--- src/rtl/sevenseg_scan_pkg.sv ---
// -----------------------------------------------------------------------------
// sevenseg_scan_pkg
// Shared constants for the seven-segment display path: the layout of a 7-bit
// digit code, the active-low segment table and the digit-index type.
//
// Digit code layout:
//   [3:0] hex value
//   [4]   reserved, ignored
//   [5]   decimal point on
//   [6]   blank
// -----------------------------------------------------------------------------
package sevenseg_scan_pkg;

    localparam int NUM_DIGITS = 8;

    localparam int VAL_MSB   = 3;
    localparam int RSVD_BIT  = 4;
    localparam int DP_BIT    = 5;
    localparam int BLANK_BIT = 6;

    // Idle pin levels; every display-board pin is active-low.
    localparam logic [7:0] AN_OFF  = 8'hFF;
    localparam logic [6:0] SEG_OFF = 7'h7F;
    localparam logic       DP_OFF  = 1'b1;

    typedef logic [2:0] digit_idx_t;

    // Active-low segment patterns, bit order {g,f,e,d,c,b,a}, indexed by value.
    localparam logic [6:0] SEG_TABLE [16] = '{
        7'h40, 7'h79, 7'h24, 7'h30,   // 0 1 2 3
        7'h19, 7'h12, 7'h02, 7'h78,   // 4 5 6 7
        7'h00, 7'h10, 7'h08, 7'h03,   // 8 9 A b
        7'h46, 7'h21, 7'h06, 7'h0E    // C d E F
    };

    // Active-low anode pattern with only the selected digit enabled.
    function automatic logic [7:0] anode_for(input digit_idx_t idx);
        return ~(8'h01 << idx);
    endfunction

endpackage

--- src/rtl/sevenseg_scan_seg_decode.sv ---
// -----------------------------------------------------------------------------
// seg_decode
// Purely combinational hex-to-seven-segment decoder (active-low outputs).
//
// Ports:
//   i_val  in   4  hex value
//   o_seg  out  7  segments {g,f,e,d,c,b,a}, active-low
// -----------------------------------------------------------------------------
module seg_decode
    import sevenseg_scan_pkg::*;
(
    input  logic [3:0] i_val,
    output logic [6:0] o_seg
);

    assign o_seg = SEG_TABLE[i_val];

endmodule

--- src/rtl/sevenseg_scan.sv ---
// -----------------------------------------------------------------------------
// sevenseg_scan
// Time-multiplexed 8-digit seven-segment driver. Each digit owns a slot of
// TICK_CLKS clocks; the first GUARD_CLKS clocks of a slot keep every anode off
// to stop ghosting, then the digit code is sampled once and held until the
// slot ends. Digits selected in blink_mask are blanked during the odd blink
// phase, which toggles every BLINK_FRAMES complete scans.
//
// Intended wiring from dig_clock: s0->d0, s1->d1, m0->d2, m1->d3, h0->d4,
// h1->d5, am_pm->d7, with d6 tied to 7'h40 (blank).
//
// Ports:
//   clk         in   1  system clock
//   rst         in   1  synchronous active-high reset
//   d0..d7      in   7  digit codes, d0 is the rightmost digit (an[0])
//   blink_mask  in   8  bit i set makes digit i blink
//   an          out  8  anode enables, active-low, at most one low
//   seg         out  7  segments {g,f,e,d,c,b,a}, active-low
//   dp          out  1  decimal point, active-low
// -----------------------------------------------------------------------------
module sevenseg_scan
    import sevenseg_scan_pkg::*;
#(
    parameter int TICK_CLKS    = 100_000,
    parameter int GUARD_CLKS   = 100,
    parameter int BLINK_FRAMES = 64
) (
    input  logic       clk,
    input  logic       rst,
    input  logic [6:0] d0,
    input  logic [6:0] d1,
    input  logic [6:0] d2,
    input  logic [6:0] d3,
    input  logic [6:0] d4,
    input  logic [6:0] d5,
    input  logic [6:0] d6,
    input  logic [6:0] d7,
    input  logic [7:0] blink_mask,
    output logic [7:0] an,
    output logic [6:0] seg,
    output logic       dp
);

    localparam int CNT_W = (TICK_CLKS > 1) ? $clog2(TICK_CLKS) : 1;
    localparam int FRM_W = (BLINK_FRAMES > 1) ? $clog2(BLINK_FRAMES) : 1;

    localparam logic [CNT_W-1:0] CNT_LAST = CNT_W'(TICK_CLKS - 1);
    // Load happens on the edge leaving the last guard count.
    localparam logic [CNT_W-1:0] CNT_LOAD = CNT_W'(GUARD_CLKS - 1);
    localparam logic [FRM_W-1:0] FRM_LAST = FRM_W'(BLINK_FRAMES - 1);

    logic [CNT_W-1:0] r_cnt;
    digit_idx_t       r_idx;
    logic [FRM_W-1:0] r_frame;
    logic             r_blink_phase;
    logic [7:0]       r_an;
    logic [6:0]       r_seg;
    logic             r_dp;

    logic [6:0]       w_sel;
    logic [6:0]       w_seg_dec;
    logic             w_blank;
    logic             w_slot_end;
    logic             w_load;
    logic             w_unused_rsvd;

    // Current slot's digit code.
    always_comb begin
        w_sel = d0;
        case (r_idx)
            3'd0:    w_sel = d0;
            3'd1:    w_sel = d1;
            3'd2:    w_sel = d2;
            3'd3:    w_sel = d3;
            3'd4:    w_sel = d4;
            3'd5:    w_sel = d5;
            3'd6:    w_sel = d6;
            default: w_sel = d7;
        endcase
    end

    // The reserved code bit carries no meaning here.
    assign w_unused_rsvd = w_sel[RSVD_BIT];

    seg_decode u_seg_decode (
        .i_val (w_sel[VAL_MSB:0]),
        .o_seg (w_seg_dec)
    );

    assign w_blank    = w_sel[BLANK_BIT] | (blink_mask[r_idx] & r_blink_phase);
    assign w_slot_end = (r_cnt == CNT_LAST);
    assign w_load     = (r_cnt == CNT_LOAD);

    always_ff @(posedge clk) begin
        if (rst) begin
            r_cnt         <= '0;
            r_idx         <= '0;
            r_frame       <= '0;
            r_blink_phase <= 1'b0;
            r_an          <= AN_OFF;
            r_seg         <= SEG_OFF;
            r_dp          <= DP_OFF;
        end else if (w_slot_end) begin
            // Slot boundary: advance digit, blank pins for the guard interval.
            r_cnt <= '0;
            r_idx <= r_idx + 3'd1;
            r_an  <= AN_OFF;
            r_seg <= SEG_OFF;
            r_dp  <= DP_OFF;
            if (r_idx == 3'd7) begin
                if (r_frame == FRM_LAST) begin
                    r_frame       <= '0;
                    r_blink_phase <= ~r_blink_phase;
                end else begin
                    r_frame <= r_frame + 1'b1;
                end
            end
        end else begin
            r_cnt <= r_cnt + 1'b1;
            // GUARD_CLKS < TICK_CLKS keeps the load edge distinct from the
            // slot-end edge, so the guard blanking above never collides.
            if (w_load) begin
                if (w_blank) begin
                    r_an  <= AN_OFF;
                    r_seg <= SEG_OFF;
                    r_dp  <= DP_OFF;
                end else begin
                    r_an  <= anode_for(r_idx);
                    r_seg <= w_seg_dec;
                    r_dp  <= ~w_sel[DP_BIT];
                end
            end
        end
    end

    assign an  = r_an;
    assign seg = r_seg;
    assign dp  = r_dp;

endmodule
--- config.mk ---
export PLATFORM = sky130hd
export DESIGN_NAME = sevenseg_scan
export DESIGN_NICKNAME = d
export VERILOG_FILES = /design/src/rtl/sevenseg_scan_pkg.sv /design/src/rtl/sevenseg_scan_seg_decode.sv /design/src/rtl/sevenseg_scan.sv
export SDC_FILE = /design/constraint.sdc
export NUM_CORES = 1
export LEC_CHECK = 0
export BUFFER_PORTS_ARGS = -buffer_cell sky130_fd_sc_hd__buf_2
export CORE_UTILIZATION = 30
export CTS_CLUSTER_SIZE = 12
export DETAILED_ROUTE_END_ITERATION = 8
export REMOVE_ABC_BUFFERS = 1
export SETUP_SLACK_MARGIN = 0.4
export SLEW_MARGIN = 20
export SYNTH_ARGS = -nofsm -noshare
export SYNTH_HDL_FRONTEND = slang
export SYNTH_HIERARCHICAL = 1
export SYNTH_SLANG_ARGS = --single-unit
--- constraint.sdc ---
create_clock -name clk -period 4.9 [get_ports clk]
set_input_delay 0.98 -clock clk [delete_from_list [all_inputs] [get_ports clk]]
set_output_delay 0.98 -clock clk [all_outputs]
set_load 0.05 [all_outputs]
==> impl_results.md <==
- Clk pwr share: between 30% and 40%
- Share of post-route cells with drive strength above 1: between 20% and 30%
- RSZ-0062 raised after global routing: false
- Reg2Reg Depth: 9
- Outcome: finished, final reports clean
- Vias post-DR: approximately 2.5k
- Fin crit period: roughly 3.8 ns
- Tightest Pin Transition: roughly 0.9 ns
- Max Slew Vio Count: 0
- Crit Path Max Fanout: 12
- Leak: 1.26 nW
- Reg-to-reg slack, setup: 1.12 ns
- CTS tree: yes
- CTS sink cnt: 43
- CTS Root Cell: clkbuf_8
- N_diodes: 0
- Core area: just under 0.009 sq mm
- Final Cell Area: between 0.003 and 0.004 sq mm
- Worst Path Required: about 5.1 ns
- Max_cap viols: 0
- Initial DRC count: 87
- Post-cts sizing count: 0
- Cell Area, Synth: about 0.0027 sq mm
- Residual DRC: 0
- Setup WS pre-CTS: about 1.2 ns
- Sequential element share of the synthesized area: about a third
- Crit share post-route: between 70% and 80%
- Total gr overflow: 0
- Vias in the first global route: around 2.3k
- Worst setup margin: 1.12 ns
- Clock-pin slew on the worst setup and hold paths: 0.08 ns
- All-Layer GR Usage: between 10% and 20%
- Critical path startpoint category: flop
- Vias per cell: approximately 5.1
- Synth cell types: 50
- Hold path cells: 1
- Die Span Y: roughly 97 um
- Mapped Cells: ~320
- Fmax: around 0.26 GHz
- Internal power: 0.515 mW
- Number of synthesized flops with an enable pin: 0
- H-tree depth: 2
- Initial antenna violation count: 0
- Clk Latency, worst-skew pair: 0.29 ns
- Post-CTS setup buffers: 0
- Full die area: just over 0.009 sq mm
- Switching share of power: 22.8%
- Number of fillers in the final layout: 891
- Post-Route WL: about 6.5 mm
- Cts hold-fix bufs: 0
- Post-Syn Area per Cell: 8.49 sq um
- Max Root-Sink Buffers: 2
- Asr flop ratio synth: 0%
- Final Skew: around 0.0064 ns
- Synth Flop Type: dfxtp_1
- Number of buffers created by CTS: 5
- Class of the worst hold path: reg -> reg
- DP Area: 0.00309 sq mm
- Fin Setup TNS: 0 ns
- Final nets: about 460
- Post-route ant nets: 0
- First-pass GRT wire length: 10.6 mm
- VDD IR max: around 0.12 mV
- Synthesized flop and latch total: 43
- Area added between synthesis and finish: 18.7%
- Setup Viol. Count Final: 0
- Hold Vio Cnt, Final: 0
- Crit end category: flop
- RD Place Congestion: around 0.79
- Yosys warning total: 6
- Boundary Pins: 82
- Initial cell density of the core: 30.8%
- Initial DRT Pass Iterations: 4
- Gate power share: between 10 and 15%
- Slew headroom: about two fifths
- I/O Buffers: between 70 and 80
- CP Data Arrival Time: about 4 ns
- Pwr per Cell Area: 209 mW/mm^2
- Die X: roughly 97 um
- Setup Crit Path Kind: reg -> reg
- Psw: 0.152 mW
- Wire length per cell: between 10 and 15 um
- Seq pwr share: 53.0%
- Largest net degree at the start of global routing: 31
- Post-DP HPWL: 4.85 mm
- Row count: 34
[critical path, cell delays in order (launching register included)]
cell     delay (ns)
dfxtp_1        0.52
inv_1          0.14
ha_1           0.35
or4_4          0.64
a31oi_1        0.49
inv_1          0.21
ha_1           0.33
inv_1          0.05
mux4_1         0.50
o41a_1         0.42
[cells in the final DEF (no fill, tap or decap), drive strengths merged, types with 4 or more instances in the layout]
master  instances
clkbuf          8
nand2          17
xnor2           4
mux2i          12
dfxtp          43
xor2           11
a21oi          20
a22oi           6
a31oi           5
inv            10
nand4           5
o21ai          15
and3            6
buf            75
or3            11
ha             15
nor2           37
nor3           11
nand3          14
mux2           11
o41a            5
[registers in the layout, summed over array words and instances (netlist names)]
name,count
r_idx,3
an,8
r_cnt,17
r_blink_phase,1
r_frame,6
seg,7
dp,1
[synth_stat cells, drive strengths merged (2+ instances only)]
cell | instances | area share [%]
dfxtp | 43 | 32
nor2 | 37 | 5.2
a21oi | 20 | 3.7
nand2 | 17 | 2.4
ha | 15 | 7.0
o21ai | 15 | 2.8
nand3 | 14 | 3.1
clkbuf | 13 | 1.8
mux2i | 12 | 4.5
mux2 | 11 | 4.7
nor3 | 11 | 2.0
or3 | 11 | 2.6
xor2 | 11 | 3.6
inv | 10 | 1.4
buf | 9 | 2.3
a22oi | 6 | 1.7
and3 | 6 | 1.4
a31oi | 5 | 1.2
nand4 | 5 | 1.2
o41a | 5 | 2.1
xnor2 | 4 | 1.3
a21o | 3 | 0.84
a221oi | 3 | 0.98
nor4 | 3 | 0.70
or4 | 3 | 0.98
a222oi | 2 | 0.74
a41oi | 2 | 0.65
and2 | 2 | 0.47
and4 | 2 | 0.65
and4b | 2 | 0.74
nand2b | 2 | 0.47
[area by class of cell]
| cell class | instances | area [sq um] | share of cell area, % |
|---|---|---|---|
| Timing Repair Buffer | 75 | 380 | 11.9 |
| Inverter | 10 | 37.5 | 1.18 |
| Tap cell | 108 | 135 | 4.23 |
| Multi-Input combinational cell | 242 | 1680 | 52.6 |
| Clock buffer | 8 | 100 | 3.13 |
| Sequential cell | 43 | 861 | 26.9 |
[layer usage]
metal	track usage [%]	wire, um
met1	18.5	3240
met2	21.0	2830
met3	2.38	252
met4	5.17	129
met5	0	0
[path summary, 6_finish.rpt]
path,start,endpoint
worst max-delay path,r_idx[1]$_SDFFE_PP0P_,seg[3]$_SDFFE_PP1N_
worst min-delay path,r_cnt[0]$_SDFF_PP0_,r_cnt[0]$_SDFF_PP0_
worst max register to register,r_idx[1]$_SDFFE_PP0P_,seg[3]$_SDFFE_PP1N_
worst min register to register,r_cnt[0]$_SDFF_PP0_,r_cnt[0]$_SDFF_PP0_
[cells by family after synthesis]
kind of cell	count (synthesis)	share of synthesized area, %
muxes	24	10.2
and+or+nand+nor	118	22.9
xor gates and xnor gates	15	4.88
AOI/OAI and AO/OA	70	17.5
DFF	43	32.0
buffers and inverters	32	5.53
adders and majority gates	15	6.98
[power groups by stage]
stage / sequential [mW] / combinational [mW] / clock, mW
global placement: 0.362 / 0.0673 / 0
finish: 0.354 / 0.0689 / 0.245
CTS: 0.354 / 0.0694 / 0.255
detailed placement: 0.362 / 0.0690 / 0
floorplan: 0.361 / 0.0357 / 0
global route: 0.354 / 0.0765 / 0.268
[through the flow]
step	util (%)	hold WS (ns)	std cells	total power, mW
2_1_floorplan	-	0.438	295	0.397
3_3_place_gp	35.5	0.460	478	0.429
3_5_place_dp	35.5	0.474	478	0.431
4_1_cts	36.6	0.492	486	0.678
5_1_grt	36.6	0.511	486	0.698
6_report	36.6	0.478	486	0.668
No activity file was read; power rests on OpenSTA's default activity.
